==> src/rtl/sp_ram_param.sv <==
// Parametrised single-port synchronous RAM with byte enables, selectable read-during-write
// behaviour, optional output register and a reset-triggered clear sequencer.
module sp_ram_param #(
  parameter int unsigned DATA_W         = 32,
  parameter int unsigned ADDR_W         = 6,
  parameter int unsigned BYTE_W         = 8,
  parameter int unsigned WRITE_MODE     = 0,
  parameter int unsigned OUT_REG        = 0,
  parameter int unsigned CLEAR_ON_RESET = 1
) (
  input  logic                     i_clk,
  input  logic                     i_rst,
  input  logic                     i_en,
  input  logic                     i_we,
  input  logic [DATA_W/BYTE_W-1:0] i_be,
  input  logic [ADDR_W-1:0]        i_addr,
  input  logic [DATA_W-1:0]        i_din,
  output logic [DATA_W-1:0]        o_dout,
  output logic                     o_dout_valid,
  output logic                     o_busy
);

  localparam int unsigned NB    = DATA_W / BYTE_W;
  localparam int unsigned DEPTH = 1 << ADDR_W;

  typedef enum logic {
    ST_IDLE  = 1'b0,
    ST_CLEAR = 1'b1
  } state_t;

  logic [DATA_W-1:0] r_mem [DEPTH];

  state_t            r_state;
  state_t            w_state_nxt;
  logic [ADDR_W-1:0] r_clr_addr;
  logic [ADDR_W-1:0] w_clr_addr_nxt;
  logic              r_busy;
  logic              w_busy_nxt;
  logic              w_clr_we;

  logic              w_access;
  logic [DATA_W-1:0] w_rd_word;
  logic [DATA_W-1:0] w_merged;
  logic [DATA_W-1:0] r_dout1;
  logic              r_valid1;

  // Clear sequencer state register
  always_ff @(posedge i_clk) begin
    if (i_rst) begin
      r_state    <= (CLEAR_ON_RESET != 0) ? ST_CLEAR : ST_IDLE;
      r_clr_addr <= '0;
      r_busy     <= (CLEAR_ON_RESET != 0);
    end else begin
      r_state    <= w_state_nxt;
      r_clr_addr <= w_clr_addr_nxt;
      r_busy     <= w_busy_nxt;
    end
  end

  // Clear sequencer next state: one word zeroed per cycle, busy drops with the last word
  always_comb begin
    w_state_nxt    = r_state;
    w_clr_addr_nxt = r_clr_addr;
    w_busy_nxt     = r_busy;
    w_clr_we       = 1'b0;
    case (r_state)
      ST_IDLE: begin
        w_busy_nxt = 1'b0;
      end
      ST_CLEAR: begin
        w_clr_we = 1'b1;
        if (r_clr_addr == ADDR_W'(DEPTH - 1)) begin
          w_state_nxt    = ST_IDLE;
          w_clr_addr_nxt = '0;
          w_busy_nxt     = 1'b0;
        end else begin
          w_clr_addr_nxt = r_clr_addr + ADDR_W'(1);
          w_busy_nxt     = 1'b1;
        end
      end
      default: begin
        w_state_nxt = ST_IDLE;
      end
    endcase
  end

  assign w_access  = i_en & ~r_busy & ~i_rst;
  assign w_rd_word = r_mem[i_addr];

  // Post-write word, used for WRITE_FIRST read-out
  always_comb begin
    w_merged = w_rd_word;
    for (int i = 0; i < int'(NB); i++) begin
      if (i_be[i]) w_merged[i*BYTE_W +: BYTE_W] = i_din[i*BYTE_W +: BYTE_W];
    end
  end

  // Array write port, shared between the clear sequencer and user writes
  always_ff @(posedge i_clk) begin
    if (!i_rst) begin
      if (w_clr_we) begin
        r_mem[r_clr_addr] <= '0;
      end else if (w_access && i_we) begin
        for (int i = 0; i < int'(NB); i++) begin
          if (i_be[i]) r_mem[i_addr][i*BYTE_W +: BYTE_W] <= i_din[i*BYTE_W +: BYTE_W];
        end
      end
    end
  end

  // First read-out stage; NO_CHANGE writes leave the data untouched and raise no valid
  always_ff @(posedge i_clk) begin
    if (i_rst) begin
      r_dout1  <= '0;
      r_valid1 <= 1'b0;
    end else begin
      r_valid1 <= 1'b0;
      if (w_access) begin
        if (!i_we) begin
          r_dout1  <= w_rd_word;
          r_valid1 <= 1'b1;
        end else if (WRITE_MODE == 1) begin
          r_dout1  <= w_merged;
          r_valid1 <= 1'b1;
        end else if (WRITE_MODE != 2) begin
          r_dout1  <= w_rd_word;
          r_valid1 <= 1'b1;
        end
      end
    end
  end

  generate
    if (OUT_REG != 0) begin : g_out_reg
      logic [DATA_W-1:0] r_dout2;
      logic              r_valid2;

      always_ff @(posedge i_clk) begin
        if (i_rst) begin
          r_dout2  <= '0;
          r_valid2 <= 1'b0;
        end else begin
          r_dout2  <= r_dout1;
          r_valid2 <= r_valid1;
        end
      end

      assign o_dout       = r_dout2;
      assign o_dout_valid = r_valid2;
    end else begin : g_no_out_reg
      assign o_dout       = r_dout1;
      assign o_dout_valid = r_valid1;
    end
  endgenerate

  assign o_busy = r_busy;

endmodule

==> config.mk <==
export PLATFORM = sky130hd
export DESIGN_NAME = sp_ram_param
export DESIGN_NICKNAME = d
export VERILOG_FILES = /design/src/rtl/sp_ram_param.sv
export SDC_FILE = /design/constraint.sdc
export NUM_CORES = 2
export LEC_CHECK = 0
export ABC_CLOCK_PERIOD_IN_PS = 4490
export CAP_MARGIN = 20
export CORE_MARGIN = 2
export CORE_UTILIZATION = 50
export DETAILED_ROUTE_END_ITERATION = 8
export GPL_TIMING_DRIVEN = 0
export PLACE_DENSITY = 0.7
export SYNTH_ARGS = -nofsm -noshare
export SYNTH_HDL_FRONTEND = slang
export SYNTH_SLANG_ARGS = --single-unit
==> constraint.sdc <==
create_clock -name i_clk -period 4.49 [get_ports i_clk]
set_input_delay 0.898 -clock i_clk [delete_from_list [all_inputs] [get_ports i_clk]]
set_output_delay 0.898 -clock i_clk [all_outputs]
set_load 0.01 [all_outputs]
======== After elaboration in Yosys (flattened, before gate mapping) ========
Memory sizes are Yosys's and may differ from the RTL's. A register that Yosys moved wholly into a read port is not among the register bits.
Cells that the tools add are included.
storage, ports and cells
  register bits after elaboration ......... 9
  RAM bits ................................ 2,048
  bits of input ports ..................... 46
  output and inout port bits .............. 34
  logic and storage cells ................. 46
  memories ................................ 1
memory list
  memory  words  width  read ports  clocked after memory_dff  write ports  RTL line  text
  r_mem   64     32     1           1                         1            31        logic [DATA_W-1:0] r_mem [DEPTH];
cells by class
  add/sub/neg operators ................... 1
  equality and inequality tests ........... 1
  muxes and demuxes ....................... 32
  bitwise operators ....................... 5
  reduce and logical (&&, ||, !) cells .... 2
operator list
  cell                                                           number
  32-bit two-way mux                                             1
  32-bit OR reduction                                            1
  1-bit two-way mux                                              27
  6-bit two-way mux                                              2
  6-bit by 1-bit adder with 6-bit output, second input constant  1
  6-bit == test, second input constant                           1
  4-bit two-way mux                                              1
  1-bit inverter                                                 3
  1-bit bitwise AND                                              2
  1-bit one-hot mux with 2 select lines                          1
  1-bit logical AND                                              1

======== Logic depth before layout (Yosys ltp) ========
  depth in word-level cells ............... 10
  gate-level depth with buffers ........... 11
  depth with buffers taken out ............ 6

======== Worst setup path after synthesis ========
Ideal clock, no wire load.
  path kind ............................... input-to-reg
  start ................................... input port i_rst
  end ..................................... memory r_mem[0][10], data pin
  arrival time ............................ 3.143 ns
  required time ........................... 4.123 ns
  path slack .............................. 0.980 ns
  cell stages on the path ................. 8
  buffers on the path ..................... 5
  cells stage by stage .................... clkbuf_1 -> nor3b_2 -> and3_1 -> buf_4 -> buf_4 -> buf_4 -> clkbuf_1 -> and2_1
between the ends
  cells in the longest elaborated chain, start to end .. 9
  elaborated cells between the ends (all ways) .. 21
  those cells by class .................... mux (17); bitwise (2); reduce/logical (2)
ends and longest elaborated chain
  element                                  RTL line  text
  start: declaration                       12        input logic i_rst,
  1-bit inverter                           87        assign w_access = i_en & ~r_busy & ~i_rst;
  1-bit bitwise AND                        87
  1-bit logical AND                        103       end else if (w_access && i_we) begin
  1-bit two-way mux                        103
  1-bit two-way mux                        101       if (w_clr_we) begin
  1-bit two-way mux                        100       if (!i_rst) begin
  1-bit two-way mux (not written as such)  105       if (i_be[i]) r_mem[i_addr][i*BYTE_W +: BYTE_W] <= i_din[i*BYTE_W +: BYTE_W];
  32-bit OR reduction (no line) (*)        n/a
  32-bit two-way mux (no line) (*)         n/a
  end: declaration                         31
Every way passes the cells marked *; elsewhere a longest branch is shown, timed or not.

==> flow_summary.json <==
{
  "fin_crit_sh_pct": 105,
  "antenna_left": 0,
  "dieWidth_um": 408,
  "die-area_sq_mm": 0.166,
  "synth_top_family_by_area": "multiplexers",
  "grt_start_max_net_pins": 61,
  "p_sw_mw": 8.67,
  "p_comb_share_pct": 4.8,
  "numCtsBuffers": 196,
  "synth-seq-area-share_pct": 76.4,
  "first_iter_violations": 9523,
  "synth_enable_flop_cells": 2048,
  "cts_tree": "built",
  "r2r_start": "o_busy",
  "viasPerCell": 7.03,
  "port_buffers": 74,
  "worst-path-max-fanout": 10,
  "synth_top_area_share_pct": 75.4,
  "avgSynthCellArea_sq_um": 21.2,
  "maxCapViolCount": 0,
  "use_met3_pct": 14.7,
  "overflow": 0,
  "clockPowerShare_pct": 41.9,
  "grt_use_met1_pct": 43.2,
  "synth_compound_area_share_pct": 2.10,
  "utilization_pct": 57.8,
  "cts_max_path_buffers": 3,
  "start_util_pct": 50.2,
  "gp_congestion": 0.999,
  "intPower_mw": 31.0,
  "violations": "DRC, setup timing",
  "relSlewSlack_pct": 11.7,
  "netlist_area_sq_mm": 0.0816,
  "synthAdderAreaFrac_pct": 0.0153,
  "grt_use_met2_pct": 46.8,
  "antenna_found_initial": 22,
  "path_clk_slew_ns": 0.07,
  "holdPathStages": 2,
  "post-place-cells": 6247,
  "grt_usage_pct": 33.4,
  "wl_per_cell_um": 42.1,
  "core_area_sq_mm": 0.162,
  "drc_errors": 3,
  "worst_pin_slew_ns": 1.33,
  "synth_xor_area_share_pct": 0.0215,
  "period_needed_ns": 4.72,
  "powerDensity_mw_per_mm2": 423,
  "vias": 46618,
  "worstRegToRegCells": 7,
  "synth-simple-area-share_pct": 3.02,
  "dp_hpwl_mm": 187,
  "syn_nets": 3893,
  "hold_class": "reg2reg",
  "fmax_ghz": 0.212,
  "netlist_instances": 3846,
  "netlist.top_cell.by_area": "edfxtp_1",
  "fin_worst_skew_ns": 0.0613,
  "drv_slew": 0,
  "die_h_um": 408,
  "drt-total-wl_mm": 279,
  "switching_share_pct": 21.9,
  "hold_buffers": 0,
  "area_growth_pct": 15.1,
  "final_nets": 4324,
  "firstDrtPassIters": 9,
  "ys_warn_count": 0,
  "worst_slack_ns": -0.233,
  "hp-start": "o_dout[28]",
  "start_kind": "input port",
  "critPathKind": "in2reg",
  "pwr-share-seq_pct": 53.3,
  "status": "finished with violations",
  "cts.sinks": 2088,
  "busiest_layer": "met2",
  "layout-drive-gt1-share_pct": 30.9,
  "grt_pass1_vias": 43854,
  "grt_pass1_wl_mm": 372,
  "ys_ff_latch": 2088,
  "r2r_slack_ns": -0.10,
  "yosys_most_used_dff": "edfxtp_1",
  "ys_types": 60,
  "stdcell_count": 6630,
  "rows": 148,
  "min_to": "o_dout[28]",
  "insertion_delay_ns": 0.88,
  "ir_drop_mv": 0.480,
  "synth_mux_area_share_pct": 16.7,
  "ios": 80,
  "cp-end-kind": "flip-flop",
  "async_flop_share_pct": 0,
  "hold_viol_final": 0,
  "finalSetupViolCount": 93,
  "r2r_end": "o_dout[10]",
  "cts-root-buf": "clkbuf_16",
  "synthTopCellsByArea": "edfxtp_1, mux4_2, mux2_2",
  "cp.arrival_ns": 5.52,
  "power.leakage_nw": 33.5,
  "cts.htree.levels": 4,
  "cp.required_ns": 5.28
}
## what timing repair did
action | in CTS | in global routing
setup endpoints to repair | 1691 | 67
setup buffers | 1 | 0
cloned | 0 | 0
resized for setup | 25 | 7
pin swaps | 0 | 0
## worst max path at each step
stage,start,end,slack (ns)
final,i_addr[1],o_dout[10],-0.23
after global routing,i_en,r_mem[46][10],-0.007
after CTS,i_addr[1],o_dout[23],0.09
after detailed placement,i_en,r_mem[58][19],-1.49
after global placement,i_en,r_mem[54][21],-2.63
after floorplan,i_rst,r_mem[0][10],0.98
## cell usage after synthesis (14+ instances only)
cell	count
nand2b_1	19
clkbuf_1	112
dfxtp_1	40
buf_1	29
o221ai_1	15
edfxtp_1	2048
nor2_1	194
buf_2	75
nor2b_1	16
a21oi_1	17
nand3_1	20
buf_4	37
nor3_1	121
a22oi_1	19
or2_2	14
nand2_1	40
and2_1	36
buf_6	16
mux2i_1	60
mux4_2	489
mux2_2	179
nor4_1	14
o22ai_1	82
## registers in the layout, summed over array words and instances (netlist names)
| name | flops |
|---|---|
| r_mem | 2048 |
| o_dout | 32 |
| r_clr_addr | 6 |
| o_busy | 1 |
| o_dout_valid | 1 |
## routing by layer
layer | part of all wire, % | routed length, um
met5 | 0.081 | 225
met3 | 17 | 48400
met1 | 33 | 91800
met2 | 42 | 118000
met4 | 7.3 | 20300
## stage by stage
step / setup TNS (ns) / setup WS [ns] / instance area (sq um) / hold WS [ns] / total power, mW
6_report: -6.96 / -0.233 / 93800 / 0.548 / 39.7
5_1_grt: -0.0126 / -0.00668 / 93800 / 0.582 / 40.3
4_1_cts: 0 / 0.0892 / 93700 / 0.550 / 39.4
3_5_place_dp: -3216.64 / -1.49 / 87300 / 0.536 / 23.3
3_3_place_gp: -6546.53 / -2.63 / 85000 / 0.523 / 23.3
2_1_floorplan: 0 / 0.980 / 81600 / 0.511 / 22.4
## cell type report
class	count	area [sq um]
antenna	11	27.5
buffer	269	1400
clock buffer	262	5290
clock inverter	103	1000
fill	11626	68600
inverter	9	33.8
multi-input combinational	1480	18300
sequential	2088	62300
tap	2175	2720
timing repair buffer	233	2810
## power by group through the flow
stage | combinational, mW | sequential (mW) | clock [mW]
6_report | 1.91 | 21.1 | 16.6
5_1_grt | 1.85 | 21.1 | 17.3
4_1_cts | 1.80 | 21.1 | 16.5
3_5_place_dp | 1.79 | 21.6 | 0
2_1_floorplan | 0.847 | 21.5 | 0
3_3_place_gp | 1.72 | 21.6 | 0
## layout by cell type (no fill, tap or decap), drive strengths merged, types with 62 or more instances in the layout
cell,count
nor3,121
mux2,179
clkinv,72
o22ai,82
mux4,489
mux2i,62
nor2,194
buf,314
clkbuf,376
edfxtp,2048
clkdlybuf4s50,74
## cell families after synthesis
family / after synthesis
AO/OA/AOI/OAI: 237
adder cells (fa/ha/maj): 1
AND/OR/NAND/NOR: 510
XOR/XNOR: 2
buffers and inverters: 278
flip-flops: 2088
multiplexers: 730
## worst max-delay path, cell delays in order
cell	delay (ns)
clkdlybuf4s50_1	0.71
buf_2	0.36
buf_4	0.27
buf_2	0.59
buf_2	0.78
mux4_2	0.44
o221ai_1	0.21
a221oi_1	1.04
a2111o_1	0.15
(Power assumes the default switching activity.)
